[src/rtl/instr_issuer_pkg.sv]
// Shared definitions for the instruction issuer: opcode values, instruction
// field widths and the issuer FSM state encoding.
package instr_issuer_pkg;

  localparam int OP_W   = 4;
  localparam int REG_W  = 4;
  localparam int WORD_W = OP_W + 2 * REG_W;

  // Flow-control opcodes consumed by the issuer itself, never sent to the decoder
  localparam logic [OP_W-1:0] OP_JMP  = 4'hB;
  localparam logic [OP_W-1:0] OP_HALT = 4'hF;

  // Opcodes understood by the downstream decoder's ALU
  typedef enum logic [OP_W-1:0] {
    OP_ADD = 4'h0,
    OP_SUB = 4'h1,
    OP_AND = 4'h2,
    OP_OR  = 4'h3,
    OP_XOR = 4'h4,
    OP_NOT = 4'h5,
    OP_SHL = 4'h6,
    OP_SHR = 4'h7,
    OP_INC = 4'h8,
    OP_DEC = 4'h9,
    OP_MOV = 4'hA
  } alu_op_e;

  typedef enum logic [1:0] {
    IDLE  = 2'd0,
    FETCH = 2'd1,
    ISSUE = 2'd2,
    DONE  = 2'd3
  } state_e;

  // True for the opcodes that steer the issuer instead of being issued
  function automatic logic is_flow_op(input logic [OP_W-1:0] op);
    return (op == OP_JMP) || (op == OP_HALT);
  endfunction

endpackage

[src/rtl/instr_mem.sv]
// Program memory: synchronous write port, registered read port with one cycle
// of latency. Contents are deliberately not touched by reset.
module instr_mem
  import instr_issuer_pkg::*;
#(
  parameter int DEPTH  = 16,
  parameter int CODE_W = 12
) (
  input  logic                     clk,
  input  logic                     we,
  input  logic [$clog2(DEPTH)-1:0] waddr,
  input  logic [CODE_W-1:0]        wdata,
  input  logic [$clog2(DEPTH)-1:0] raddr,
  output logic [CODE_W-1:0]        rdata
);

  logic [CODE_W-1:0] mem [DEPTH];

  // Write the addressed word and register the word at the read address
  always_ff @(posedge clk) begin
    if (we) begin
      mem[waddr] <= wdata;
    end
    rdata <= mem[raddr];
  end

endmodule

[src/rtl/instr_issuer.sv]
// Instruction issuer: walks the program memory from address 0, consumes JMP and
// HALT locally and hands every other word to the decoder over a valid/ready
// handshake. Each instruction costs a FETCH cycle plus at least one ISSUE cycle.
module instr_issuer
  import instr_issuer_pkg::*;
#(
  parameter int DEPTH  = 16,
  parameter int CODE_W = 12,
  parameter int CNT_W  = 8
) (
  input  logic                     clk,
  input  logic                     rst,
  input  logic                     start,
  input  logic                     abort,
  input  logic                     prog_we,
  input  logic [$clog2(DEPTH)-1:0] prog_addr,
  input  logic [CODE_W-1:0]        prog_data,
  output logic [CODE_W-1:0]        code,
  output logic                     code_valid,
  input  logic                     code_ready,
  output logic [$clog2(DEPTH)-1:0] pc,
  output logic                     busy,
  output logic                     done,
  output logic [CNT_W-1:0]         issued_cnt
);

  localparam int AW = $clog2(DEPTH);
  localparam logic [AW-1:0]    PC_ONE  = 1;
  localparam logic [CNT_W-1:0] CNT_ONE = 1;
  localparam logic [CNT_W-1:0] CNT_MAX = '1;

  state_e            state;
  logic [CODE_W-1:0] word;
  logic [OP_W-1:0]   op;
  logic              mem_we;

  assign op = word[CODE_W-1 -: OP_W];

  // The program may only change while nothing is being fetched, and reset blocks it
  assign mem_we = prog_we && !rst && ((state == IDLE) || (state == DONE));

  instr_mem #(
    .DEPTH  (DEPTH),
    .CODE_W (CODE_W)
  ) u_mem (
    .clk   (clk),
    .we    (mem_we),
    .waddr (prog_addr),
    .wdata (prog_data),
    .raddr (pc),
    .rdata (word)
  );

  // Offer the fetched word in ISSUE; pc and memory are frozen there, so it stays stable
  always_comb begin
    code_valid = (state == ISSUE) && !is_flow_op(op);
    code       = code_valid ? word : '0;
  end

  // Sequencer: program counter, issue counter and status flags
  always_ff @(posedge clk) begin
    if (rst) begin
      state      <= IDLE;
      pc         <= '0;
      busy       <= 1'b0;
      done       <= 1'b0;
      issued_cnt <= '0;
    end else if (abort) begin
      state <= IDLE;
      busy  <= 1'b0;
      done  <= 1'b0;
    end else begin
      case (state)
        IDLE, DONE: begin
          if (start) begin
            state      <= FETCH;
            pc         <= '0;
            issued_cnt <= '0;
            busy       <= 1'b1;
            done       <= 1'b0;
          end
        end
        FETCH: begin
          state <= ISSUE;
        end
        ISSUE: begin
          if (op == OP_HALT) begin
            state <= DONE;
            busy  <= 1'b0;
            done  <= 1'b1;
          end else if (op == OP_JMP) begin
            state <= FETCH;
            pc    <= word[AW-1:0];
          end else if (code_ready) begin
            state <= FETCH;
            pc    <= pc + PC_ONE;
            if (issued_cnt != CNT_MAX) begin
              issued_cnt <= issued_cnt + CNT_ONE;
            end
          end
        end
        default: begin
          state <= IDLE;
          busy  <= 1'b0;
          done  <= 1'b0;
        end
      endcase
    end
  end

endmodule

[config.mk]
export PLATFORM = sky130hd
export DESIGN_NAME = instr_issuer
export DESIGN_NICKNAME = d
export VERILOG_FILES = /design/src/rtl/instr_issuer_pkg.sv /design/src/rtl/instr_mem.sv /design/src/rtl/instr_issuer.sv
export SDC_FILE = /design/constraint.sdc
export NUM_CORES = 1
export LEC_CHECK = 0
export CAP_MARGIN = 10
export CORE_ASPECT_RATIO = 0.5
export CORE_MARGIN = 1.5
export CORE_UTILIZATION = 45
export DETAILED_ROUTE_END_ITERATION = 10
export GPL_TIMING_DRIVEN = 0
export HOLD_SLACK_MARGIN = 0.06
export SLEW_MARGIN = 30
export SYNTH_ARGS = -nofsm -noshare
export SYNTH_HDL_FRONTEND = slang
export SYNTH_SLANG_ARGS = --single-unit
export TNS_END_PERCENT = 1
[constraint.sdc]
create_clock -name clk -period 5.9 [get_ports clk]
set_input_delay 0.59 -clock clk [delete_from_list [all_inputs] [get_ports clk]]
set_output_delay 0.59 -clock clk [all_outputs]
set_load 0.02 [all_outputs]
# --- Word-level counts from Yosys, hierarchy flattened ---
# Memories as Yosys holds them, arrays and structs flattened. A register that Yosys moved wholly into a read port is not among the register bits.
# Cells that the tools add are included.
word_totals:
  reg_bits: 16
  ramBits: 192
  in_bits: 22
  out_inout_bits: 27
  wordCells: 63
  mem_count: 1
op_classes:
  add_sub_neg: 2
  n_eq_ne: 14
  n_mux: 25
  n_bitwise: 1
  reduce_logical: 15
memory_table:
  columns: ["memory", "depth", "word_bits", "rd", "rd_clocked_by_memory_dff", "write_ports", "line", "text"]
  rows:
  - ["u_mem.mem", 16, 12, 1, 1, 1, "instr_mem.sv:17", "logic [CODE_W-1:0] mem [DEPTH];"]
op_table:
  columns: ["op", "n"]
  rows:
  - ["8-bit two-way mux", 5]
  - ["4-bit two-way mux", 4]
  - ["8-bit one-hot mux with 2 select lines", 1]
  - ["12-bit two-way mux", 1]
  - ["8-bit by 1-bit adder with 8-bit output (second input constant)", 1]
  - ["4-bit == test (second input constant)", 2]
  - ["2-bit two-way mux", 4]
  - ["2-bit != test (second input constant)", 4]
  - ["8-bit != test (second input constant)", 1]
  - ["4-bit one-hot mux with 2 select lines", 1]
  - ["7-bit AND reduction", 1]
  - ["1-bit two-way mux", 6]
  - ["2-bit one-hot mux with 3 select lines", 1]
  - ["5-bit AND reduction", 1]
  - ["4-bit by 1-bit adder with 4-bit output (second input constant)", 1]
  - ["2-bit == test (second input constant)", 2]
  - ["2-bit by 1-bit != test with 1-bit output (second input constant)", 2]
  - ["4-bit by 2-bit != test with 1-bit output (second input constant)", 1]
  - ["1-bit one-hot mux with 2 select lines", 2]
  - ["2-bit OR reduction", 2]
  - ["1-bit logical AND", 3]
  - ["3-bit by 2-bit != test with 1-bit output (second input constant)", 1]
  - ["3-bit AND reduction", 1]
  - ["2-bit by 1-bit == test with 1-bit output (second input constant)", 1]
  - ["6 further kinds", 8]

# --- Depth between registers and ports, before layout ---
# Gate-level depths: netlist of the first run.
depth:
  word_depth: 6
  depth_mapped: 7
  depth_no_buf: 6

# --- Cells and area by module ---
# From an unflattened synthesis of the first run, not the netlist that was laid out.
unflattened:
  hier_cells: 468
  hier_area_um2: 8734.6
by_module_without_submodules:
  columns: ["mod", "n_inst", "cells_per_inst", "area_per_inst_um2", "seq_area_each_um2"]
  rows:
  - ["instr_mem", 1, 329, 7599.8, 6005.8]
  - ["instr_issuer", 1, 139, 1134.8, 320.3]

# --- Worst setup path before layout of the first run ---
# No wires, ideal clock.
synth_path:
  path_type: "input to register"
  from: "input port rst"
  to: "memory u_mem.mem[1][0] (enable)"
  setup_time_ps: 396
  arrival_ps: 2221
  t_required_ps: 5504
  path_slack_ps: 3283
  cell_stages: 4
  path_buffers: 1
  cell_sequence: "buf_2 -> nand3b_1 -> or3b_1 -> nor3_1"
synth_between:
  elab_chain_cells: 5
synth_lines:
  columns: ["element", "line", "text"]
  rows:
  - ["start, declared", "instr_issuer.sv:12", "input logic rst,"]
  - ["1-bit zero test", "instr_issuer.sv:40", "assign mem_we = prog_we && !rst && ((state == IDLE) || (state == DONE));"]
  - ["1-bit logical AND (2 in a row)", "instr_issuer.sv:40", null]
  - ["1-bit two-way mux", "instr_mem.sv:21", "if (we) begin"]
  - ["1-bit two-way mux (not written as such)", "instr_mem.sv:22", "mem[waddr] <= wdata;"]
  - ["end, declared", "instr_mem.sv:17", null]
# Every way passes these cells.

# --- Worst setup path in the final report of the first run ---
layout_path:
  from: "register state[0]"
  to: "output port code[2]"
layout_between:
  elab_chain_cells: 3
layout_lines:
  columns: ["element", "line", "text"]
  rows:
  - ["start, declared", "instr_issuer.sv:32", "state_e state;"]
  - ["start signal, assigned", "instr_issuer.sv:63", "state <= IDLE;"]
  - ["start signal, assigned", "instr_issuer.sv:69", "state <= IDLE;"]
  - ["start signal, assigned", "instr_issuer.sv:76", "state <= FETCH;"]
  - ["2-bit == test", "instr_issuer.sv:56", "code_valid = (state == ISSUE) && !is_flow_op(op);"]
  - ["1-bit logical AND", "instr_issuer.sv:56", null]
  - ["12-bit two-way mux", "instr_issuer.sv:57", "code = code_valid ? word : '0;"]
  - ["end, declared", "instr_issuer.sv:18", "output logic [CODE_W-1:0] code,"]
# Every way passes these cells.

==> impl_metrics.toml, run 1 <==
[outcome]
run_status = "complete, no violations"

[cts]
numClockSinks = 220
path_clk_slew_ps = 60
clock-root-buffer = "clkbuf_16"
clockBufferDepth = 3
cts_tree = "done"
cts_setup_buffers = 0
clk_latency_ps = 500
ctsResizeCount = 0
htreeDepth = 1
cts_hold_buf = 0
cts_buffers = 21

[power_and_ir_drop]
power.density_mw_per_mm2 = 307.1
p_int_mw = 2.531
swShare = 0.1965
p_switching_mw = 0.6187
leakage_nw = 3.301
p_seq_frac = 0.542
power_frac_comb = 0.023
ir_worst_vdd_uv = 142.3
pwr-share-clk = 0.435

[timing]
relSlewSlack = 0.4409
finalClockSkew_ps = 10.37
hold_viol = 0
setup_viol = 0
period_share = 0.5466
setup_tns_ps = 0
final.min_clock_period_ps = 3225
whs_ps = 459.8
rsz0062_at_grt = "false"
fmax_mhz = 310.1
worst_slew_pin_slew_ps = 837.7
drv_slew = 0

[worst_setup_path]
start_kind = "register"
required_ps = 5310
cp_top_family = "buffers and inverters"
worstPathCellList = "inv_1, ha_1, clkbuf_1, clkbuf_1, and3_1, clkdlybuf4s50_1"
timing.critical_path.mode_cell = "clkbuf_1"
crit_path_max_incr_delay_ps = 610
critPathBufInv = 4
worstPathMaxFanout = 10
end_kind = "output pin"
slowest_stage = "clkdlybuf4s50_1"
arrival_ps = 2640
critPathKind = "reg2out"

[logic_synthesis]
yosys.cell_types.count = 49
synthFlopType = "edfxtp_1"
yosys.area_share.simple = 0.06282
synth_nets = 496
synth_edf_count = 192
avgSynthCellArea_sq_um = 18.51
yosysSeqAreaShare = 0.7285
synth.area.mux_share = 0.1376
yosys.area_share.xor_xnor = 0.002017
synth_fa_ha_area_frac = 0.007205
synth_top_family_by_area = "multiplexers"
synth_area_sq_mm = 0.008683
syn_inst = 469
async_reset_ff_frac = 0
synth_seq_cells = 220
yosys_warnings = 0
synth-compound-area-share = 0.04395

[global_route]
antenna_found_initial = 0
overflow = 0
grt_usage = 0.1948
grt_max_degree = 17
grt_pass1_vias = 4505
grt_pass1_wl_um = 28190

[route]
drtIter0Drc = 380
viasPerCell = 5.635
drc = 0
wl_per_cell_um = 23.04
vias = 4604
ant_nets = 0
totalWireLength_um = 18830
drt-pass1-iter-count = 4

[floorplan]
die_h_um = 101.2
initial_core_util = 0.4655
rows = 35
die_x_um = 199.5
dieArea_sq_mm = 0.02019
ios = 49
core_sq_mm = 0.01866

[layout]
area_growth_pct = 18.08
diodes = 0
drive_above_1_share = 0.1864
nNetsFinal = 570
fillCellCount = 1479

[placed_design]
place_congestion = 0.8052
dp_hpwl_um = 12380
io_buffers = 47

[min_path]
min_path_type = "reg2reg"

[flow_run]
cap_violations = 0
==> cell families (layout without fill, tap and decap cells) <==
kind of cell | after synthesis | count (layout)
DFF | 220 | 220
and+or+nand+nor | 103 | 103
AOI/OAI and AO/OA | 54 | 54
muxes | 54 | 54
buffers and inverters | 31 | 120
adders and majority gates | 5 | 5
xor gates and xnor gates | 2 | 2
==> metal layers <==
metal	routed length, um	vias up	global-route usage
met5	0	-	0
met4	311	0	0.04106
met3	1214	28	0.03696
met2	8297	140	0.2943
met1	9002	2372	0.2975
li1	-	2064	-
==> synthesized netlist by cell type, types with 6 or more instances <==
library cell / instances / area, sq um
mux4_2: 35 / 788.3
o21ai_0: 6 / 30.03
nand2_1: 26 / 97.59
nand2b_1: 6 / 37.54
mux4_1: 13 / 341.6
clkbuf_1: 13 / 48.80
nor2_1: 18 / 67.56
nor3_1: 6 / 30.03
a31oi_1: 6 / 37.54
and3_1: 13 / 81.33
edfxtp_1: 192 / 5766
inv_1: 8 / 30.03
a22oi_1: 24 / 180.2
dfxtp_1: 28 / 560.5
nand3_1: 10 / 50.05
==> cells in the final DEF (no fill, tap or decap), types with 6 or more instances in the layout <==
master / instances
a22oi_1: 24
a31oi_1: 6
and3_1: 13
clkbuf_1: 17
clkbuf_16: 21
clkdlybuf4s50_1: 47
dfxtp_1: 28
edfxtp_1: 192
inv_1: 8
mux4_1: 13
mux4_2: 35
nand2_1: 26
nand2b_1: 6
nand3_1: 10
nor2_1: 6
nor2_2: 12
o21ai_0: 6
==> worst reg2reg max path, delay by kind of cell (launching register included) <==
kind	cells	cell delay, ps
and+or+nand+nor	3	1200
adders and majority gates	1	440
DFF	1	380
buffers and inverters	2	360
==> sequential cells by signal, indices dropped and copies added, names as in the netlist <==
signal,count
u_mem.mem,192
done,1
u_mem.rdata,12
pc,4
state,2
issued_cnt,8
busy,1
==> area by class of cell <==
type | count | area, sq um | area share
plain buffers | 22 | 121.4 | 0.01184
clock buffers | 26 | 554.3 | 0.05406
clock inverters | 12 | 141.4 | 0.01379
inverters | 9 | 33.78 | 0.003295
multi-input cells | 218 | 2252 | 0.2196
flip-flops and latches | 220 | 6326 | 0.6170
well taps | 259 | 324.1 | 0.03160
repair buffers | 51 | 500.5 | 0.04881
==> power by group through the flow <==
stage	logic [mW]	registers [mW]	clock network, mW
4_1_cts	0.0738	1.71	1.39
3_5_place_dp	0.0735	1.74	0
2_1_floorplan	0.0231	1.74	0
5_1_grt	0.0807	1.71	1.45
6_report	0.0738	1.71	1.37
3_3_place_gp	0.0688	1.74	0
==> through the flow <==
step           total power, mW  cell area (sq um)    util  instances  setup slack [ps]
2_1_floorplan            1.764               8683       -        469              3283
3_3_place_gp             1.809               9478  0.5080        775              2178
3_5_place_dp             1.814               9558  0.5123        779              3053
4_1_cts                  3.166              10250  0.5496        817              2660
5_1_grt                  3.234              10250  0.5496        817              2433
6_report                 3.149              10250  0.5496        817              2675
==> worst paths after layout <==
check	from	end	slack, ps	cells after the start
hold reg to reg	busy	busy	460	2
hold / removal	busy	busy	460	2
setup / recovery	state[0]	code[2]	2670	6
setup reg to reg	state[0]	u_mem.mem[1][6]	3220	6
No activity file was read; power rests on OpenSTA's default activity.
==> run 2: changes to the inputs <==
--- a/config.mk
+++ b/config.mk
@@ -12,6 +12,7 @@
 export DETAILED_ROUTE_END_ITERATION = 10
 export GPL_TIMING_DRIVEN = 0
 export HOLD_SLACK_MARGIN = 0.06
+export PLACE_DENSITY = 0.65
 export SLEW_MARGIN = 30
 export SYNTH_ARGS = -nofsm -noshare
 export SYNTH_HDL_FRONTEND = slang
==> constraint.sdc (replaced) <==
create_clock -name clk -period 2.85 [get_ports clk]
set_input_delay 0.285 -clock clk [delete_from_list [all_inputs] [get_ports clk]]
set_output_delay 0.285 -clock clk [all_outputs]
set_load 0.02 [all_outputs]
==> run 2 against run 1 <==
Sequential power increased by 110%. Hold slack lost 240 ps. Clock skew grew 1.9 ps. Total power up 100%. Final cell count fell by 0.24%. Critical path type unchanged. Critical endpoint is now code[3].
==> impl_metrics.toml, run 2 (synthesis gave the netlist of run 1 again) <==
[worst_setup_path]
reg2reg_slack_ps = 190
critPathKind = "reg2out"
critPathBufInv = 4
worstReg2RegEnd = "u_mem.mem[13][9]"
timing.critical_path.mode_cell = "clkbuf_2"
rr_worst_depth = 5
required_ps = 2570
slowest_stage = "clkdlybuf4s50_1"
reg2reg_from = "state[0]"
cp_top_family = "buffers and inverters"
start_kind = "register"
worstPathMaxFanout = 10
crit_path_max_incr_delay_ps = 610
worstPathCellList = "inv_1, ha_1, clkbuf_2, clkbuf_2, and3_1, clkdlybuf4s50_1"
end_kind = "output pin"
arrival_ps = 2380

[placed_design]
dpl_cell_area_sq_mm = 0.009562
post-place-ws_ps = 169.6
post-place-cells = 779
io_buffers = 47
place_congestion = 0.7741
dp_hpwl_um = 12160

[power_and_ir_drop]
p_total_mw = 6.286
p_seq_frac = 0.562
swShare = 0.2002
power_frac_comb = 0.025
p_int_mw = 5.027
pwr-share-clk = 0.413
ir_worst_vdd_uv = 346.5
p_switching_mw = 1.259
leakage_nw = 3.275
power.density_mw_per_mm2 = 616.4

[cts]
cts_setup_buffers = 0
clk_latency_ps = 500
cts_hold_buf = 0
ctsResizeCount = 1
numClockSinks = 220
htreeDepth = 1
clockBufferDepth = 3
clock-root-buffer = "clkbuf_16"
cts_tree = "done"
cts_buffers = 20
path_clk_slew_ps = 70

[min_path]
hp-start = "rst"
whs_endpoint = "pc[0]"
hold_depth = 2
min_path_type = "in2reg"

[route]
drc = 0
vias = 4677
viasPerCell = 5.739
ant_nets = 0
drt-pass1-iter-count = 5
wl_per_cell_um = 23.10
drtIter0Drc = 532
totalWireLength_um = 18830

[floorplan]
dieArea_sq_mm = 0.02019
initial_core_util = 0.4655
ios = 49
die_x_um = 199.5
rows = 35
core_sq_mm = 0.01866
die_h_um = 101.2

[layout]
area_growth_pct = 17.44
postLayoutCoreUtil = 0.5466
fin_cells = 815
diodes = 0
largestRegisters = "u_mem.mem x192, u_mem.rdata x12, issued_cnt x8"
layout_commonest_cell = "edfxtp_1"
regMostFlops = "u_mem.mem"
largest_reg_flops = 192
final_cell_mix = "192 x edfxtp_1, 47 x clkdlybuf4s50_1, 35 x mux4_2"
final_area_sq_mm = 0.01020
drive_above_1_share = 0.1853
nNetsFinal = 569

[timing]
period_share = 0.9353
hold_viol = 0
whs_ps = 218.5
setup_tns_ps = 0
worst_slew_pin_slew_ps = 885.4
fmax_mhz = 375.2
final.min_clock_period_ps = 2666
setup_ws_ps = 184.4
relSlewSlack = 0.4097
finalClockSkew_ps = 12.22
drv_slew = 0
rsz0062_at_grt = "false"
setup_viol = 0

[global_route]
grt_pass1_vias = 4576
antenna_found_initial = 0
grt_max_degree = 17
overflow = 0
grt_pass1_wl_um = 27830
grt_usage = 0.1930

[outcome]
run_status = "complete, no violations"

[flow_run]
cap_violations = 0
==> run 2: layout make-up <==
cell class                 count  area (sq um)
buffer                        22         123.9
clock buffer                  26         544.3
clock inverter                10         82.58
fill                        1427          8458
inverter                       9         33.78
multi-input combinational    218          2258
sequential                   220          6326
tap                          259         324.1
timing repair buffer          51         504.2
==> run 2: power groups by stage <==
stage               combinational (mW)  clock [mW]  sequential (mW)
detailed placement               0.155           0             3.60
global route                     0.169        2.77             3.53
finish                           0.156        2.60             3.53
global placement                 0.144           0             3.60
CTS                              0.155        2.64             3.53
floorplan                       0.0478           0             3.60
==> run 2: how the worst max path moves through the flow <==
stage / from / endpoint / slack (ps) / cells after the start
floorplan: state[0] / u_mem.mem[1][0] / 290 / 5
global placement: state[0] / u_mem.mem[1][7] / -660 / 5
detailed placement: state[0] / u_mem.mem[1][2] / 170 / 6
CTS: state[0] / code[3] / 80 / 6
global route: state[0] / code[7] / 20 / 6
finish: state[0] / code[3] / 180 / 6
==> run 2: per-layer routing <==
layer | track usage | part of all wire | up-vias
li1 | - | - | 2066
met1 | 0.2810 | 0.45 | 2404
met2 | 0.3039 | 0.46 | 183
met3 | 0.04063 | 0.080 | 24
met4 | 0.04222 | 0.015 | 0
met5 | 0 | 0 | -
==> run 3: changes to the inputs <==
--- a/config.mk
+++ b/config.mk
@@ -5,7 +5,7 @@
 export SDC_FILE = /design/constraint.sdc
 export NUM_CORES = 1
 export LEC_CHECK = 0
-export CAP_MARGIN = 10
+export CAP_MARGIN = 40
 export CORE_ASPECT_RATIO = 0.5
 export CORE_MARGIN = 1.5
 export CORE_UTILIZATION = 45
@@ -17,4 +17,4 @@
 export SYNTH_ARGS = -nofsm -noshare
 export SYNTH_HDL_FRONTEND = slang
 export SYNTH_SLANG_ARGS = --single-unit
-export TNS_END_PERCENT = 1
+export TNS_END_PERCENT = 5
==> run 3 against run 2 <==
Hold slack improved by 2.9 ps. Non-clock buffer count grew 6. Global-route usage did not move. Clock power about the same. Utilization increased by 0.36 points. Sequential share of layout area fell by 0.41 points. Critical endpoint is now code[4]. Total power barely moved. Clock skew hardly changed. Die area did not move. Critical path depth did not move.
==> impl_metrics.toml, run 3 (synthesis gave the netlist of run 1 again) <==
[outcome]
run_status = "complete, no violations"

[layout]
postLayoutCoreUtil = 0.5502
final_area_sq_mm = 0.01026
largestRegisters = "u_mem.mem x192, u_mem.rdata x12, issued_cnt x8"
drive_above_1_share = 0.1940
layout_commonest_cell = "edfxtp_1"
final_cell_mix = "192 x edfxtp_1, 47 x clkdlybuf4s50_1, 35 x mux4_2"
regMostFlops = "u_mem.mem"
diodes = 0
nNetsFinal = 575
area_growth_pct = 18.21
largest_reg_flops = 192

[worst_setup_path]
cp-startpoint = "state[0]"
end_kind = "output pin"
start_kind = "register"
reg2reg_slack_ps = 260
worstReg2RegEnd = "u_mem.mem[9][2]"
rr_worst_depth = 5
critPathKind = "reg2out"
worstPathMaxFanout = 10
required_ps = 2570
reg2reg_from = "state[0]"
worstSetupEndpoint = "code[4]"
arrival_ps = 2370

[placed_design]
dp_hpwl_um = 12160
place_congestion = 0.7741
post-place-ws_ps = 169.6
io_buffers = 47
dpl_cell_area_sq_mm = 0.009562

[global_route]
antenna_found_initial = 0
grt_usage = 0.1930
overflow = 0
grt_max_degree = 17
grt_pass1_wl_um = 27830
grt_pass1_vias = 4576

[floorplan]
initial_core_util = 0.4655
ios = 49
dieArea_sq_mm = 0.02019
core_sq_mm = 0.01866
die_x_um = 199.5
die_h_um = 101.2
rows = 35

[power_and_ir_drop]
power.density_mw_per_mm2 = 612.8
ir_worst_vdd_uv = 347.7
p_total_mw = 6.290
leakage_nw = 3.312

[cts]
cts_buffers = 20
cts_tree = "done"
clk_latency_ps = 500
numClockSinks = 220
path_clk_slew_ps = 70
htreeDepth = 1
clock-root-buffer = "clkbuf_16"
clockBufferDepth = 3

[route]
drtIter0Drc = 613
wl_per_cell_um = 23.03
ant_nets = 0
vias = 4725
drc = 0
drt-pass1-iter-count = 5
totalWireLength_um = 18910
viasPerCell = 5.755

[timing]
setup_ws_ps = 197.2
worst_slew_pin_slew_ps = 878.5
period_share = 0.9308
final.min_clock_period_ps = 2653
finalClockSkew_ps = 12.24
relSlewSlack = 0.4143
hold_viol = 0
fmax_mhz = 377.0
rsz0062_at_grt = "false"
setup_viol = 0
whs_ps = 221.4
drv_slew = 0

[min_path]
min_path_type = "in2reg"

[flow_run]
cap_violations = 0
## run 3: layout make-up
cell class | instances | area, sq um
fill | 1423 | 8391
sequential | 220 | 6326
multi-input combinational | 218 | 2258
timing repair buffer | 57 | 571.8
clock buffer | 26 | 544.3
tap | 259 | 324.1
buffer | 22 | 123.9
clock inverter | 10 | 82.58
inverter | 9 | 33.78
## run 3: worst min path at each step
stage,start,to,slack (ps),cells past startpoint
2_1_floorplan,prog_data[0],u_mem.mem[0][0],380,0
3_3_place_gp,busy,busy,440,2
3_5_place_dp,done,done,450,2
4_1_cts,rst,pc[0],210,2
5_1_grt,rst,pc[0],220,2
6_report,rst,pc[0],220,2
## run 3: metrics by stage
stage	instances	TNS [ps]
6_report	821	0
5_1_grt	821	0
4_1_cts	815	0
3_5_place_dp	779	0
3_3_place_gp	775	-25270
2_1_floorplan	469	0
## run 3: layer usage
metal | vias to the layer above | global-route usage | part of all wire
met1 | 2432 | 0.2810 | 0.44
met2 | 191 | 0.3039 | 0.46
met4 | 0 | 0.04222 | 0.015
li1 | 2076 | - | -
met5 | - | 0 | 0
met3 | 26 | 0.04063 | 0.078
## run 3: timing repair
| action | in CTS | in global routing |
|---|---|---|
| buffers inserted | 0 | 0 |
| resized for setup | 1 | 3 |
| endpoints found under the setup margin | 8 | 16 |
| hold buffers | 0 | 0 |
## run 3: critical path, cell delays in order (launching register included)
cell,delay [ps]
dfxtp_1,340
inv_1,60
ha_1,250
clkbuf_2,220
clkbuf_2,210
and3_1,180
clkdlybuf4s50_1,610
## run 3: where the power goes
group	internal, mW	switching [mW]	total, mW
clock	1.45	1.15	2.60
sequential	3.52	0.00981	3.53
combinational	0.0558	0.102	0.158
total	5.03	1.26	6.29
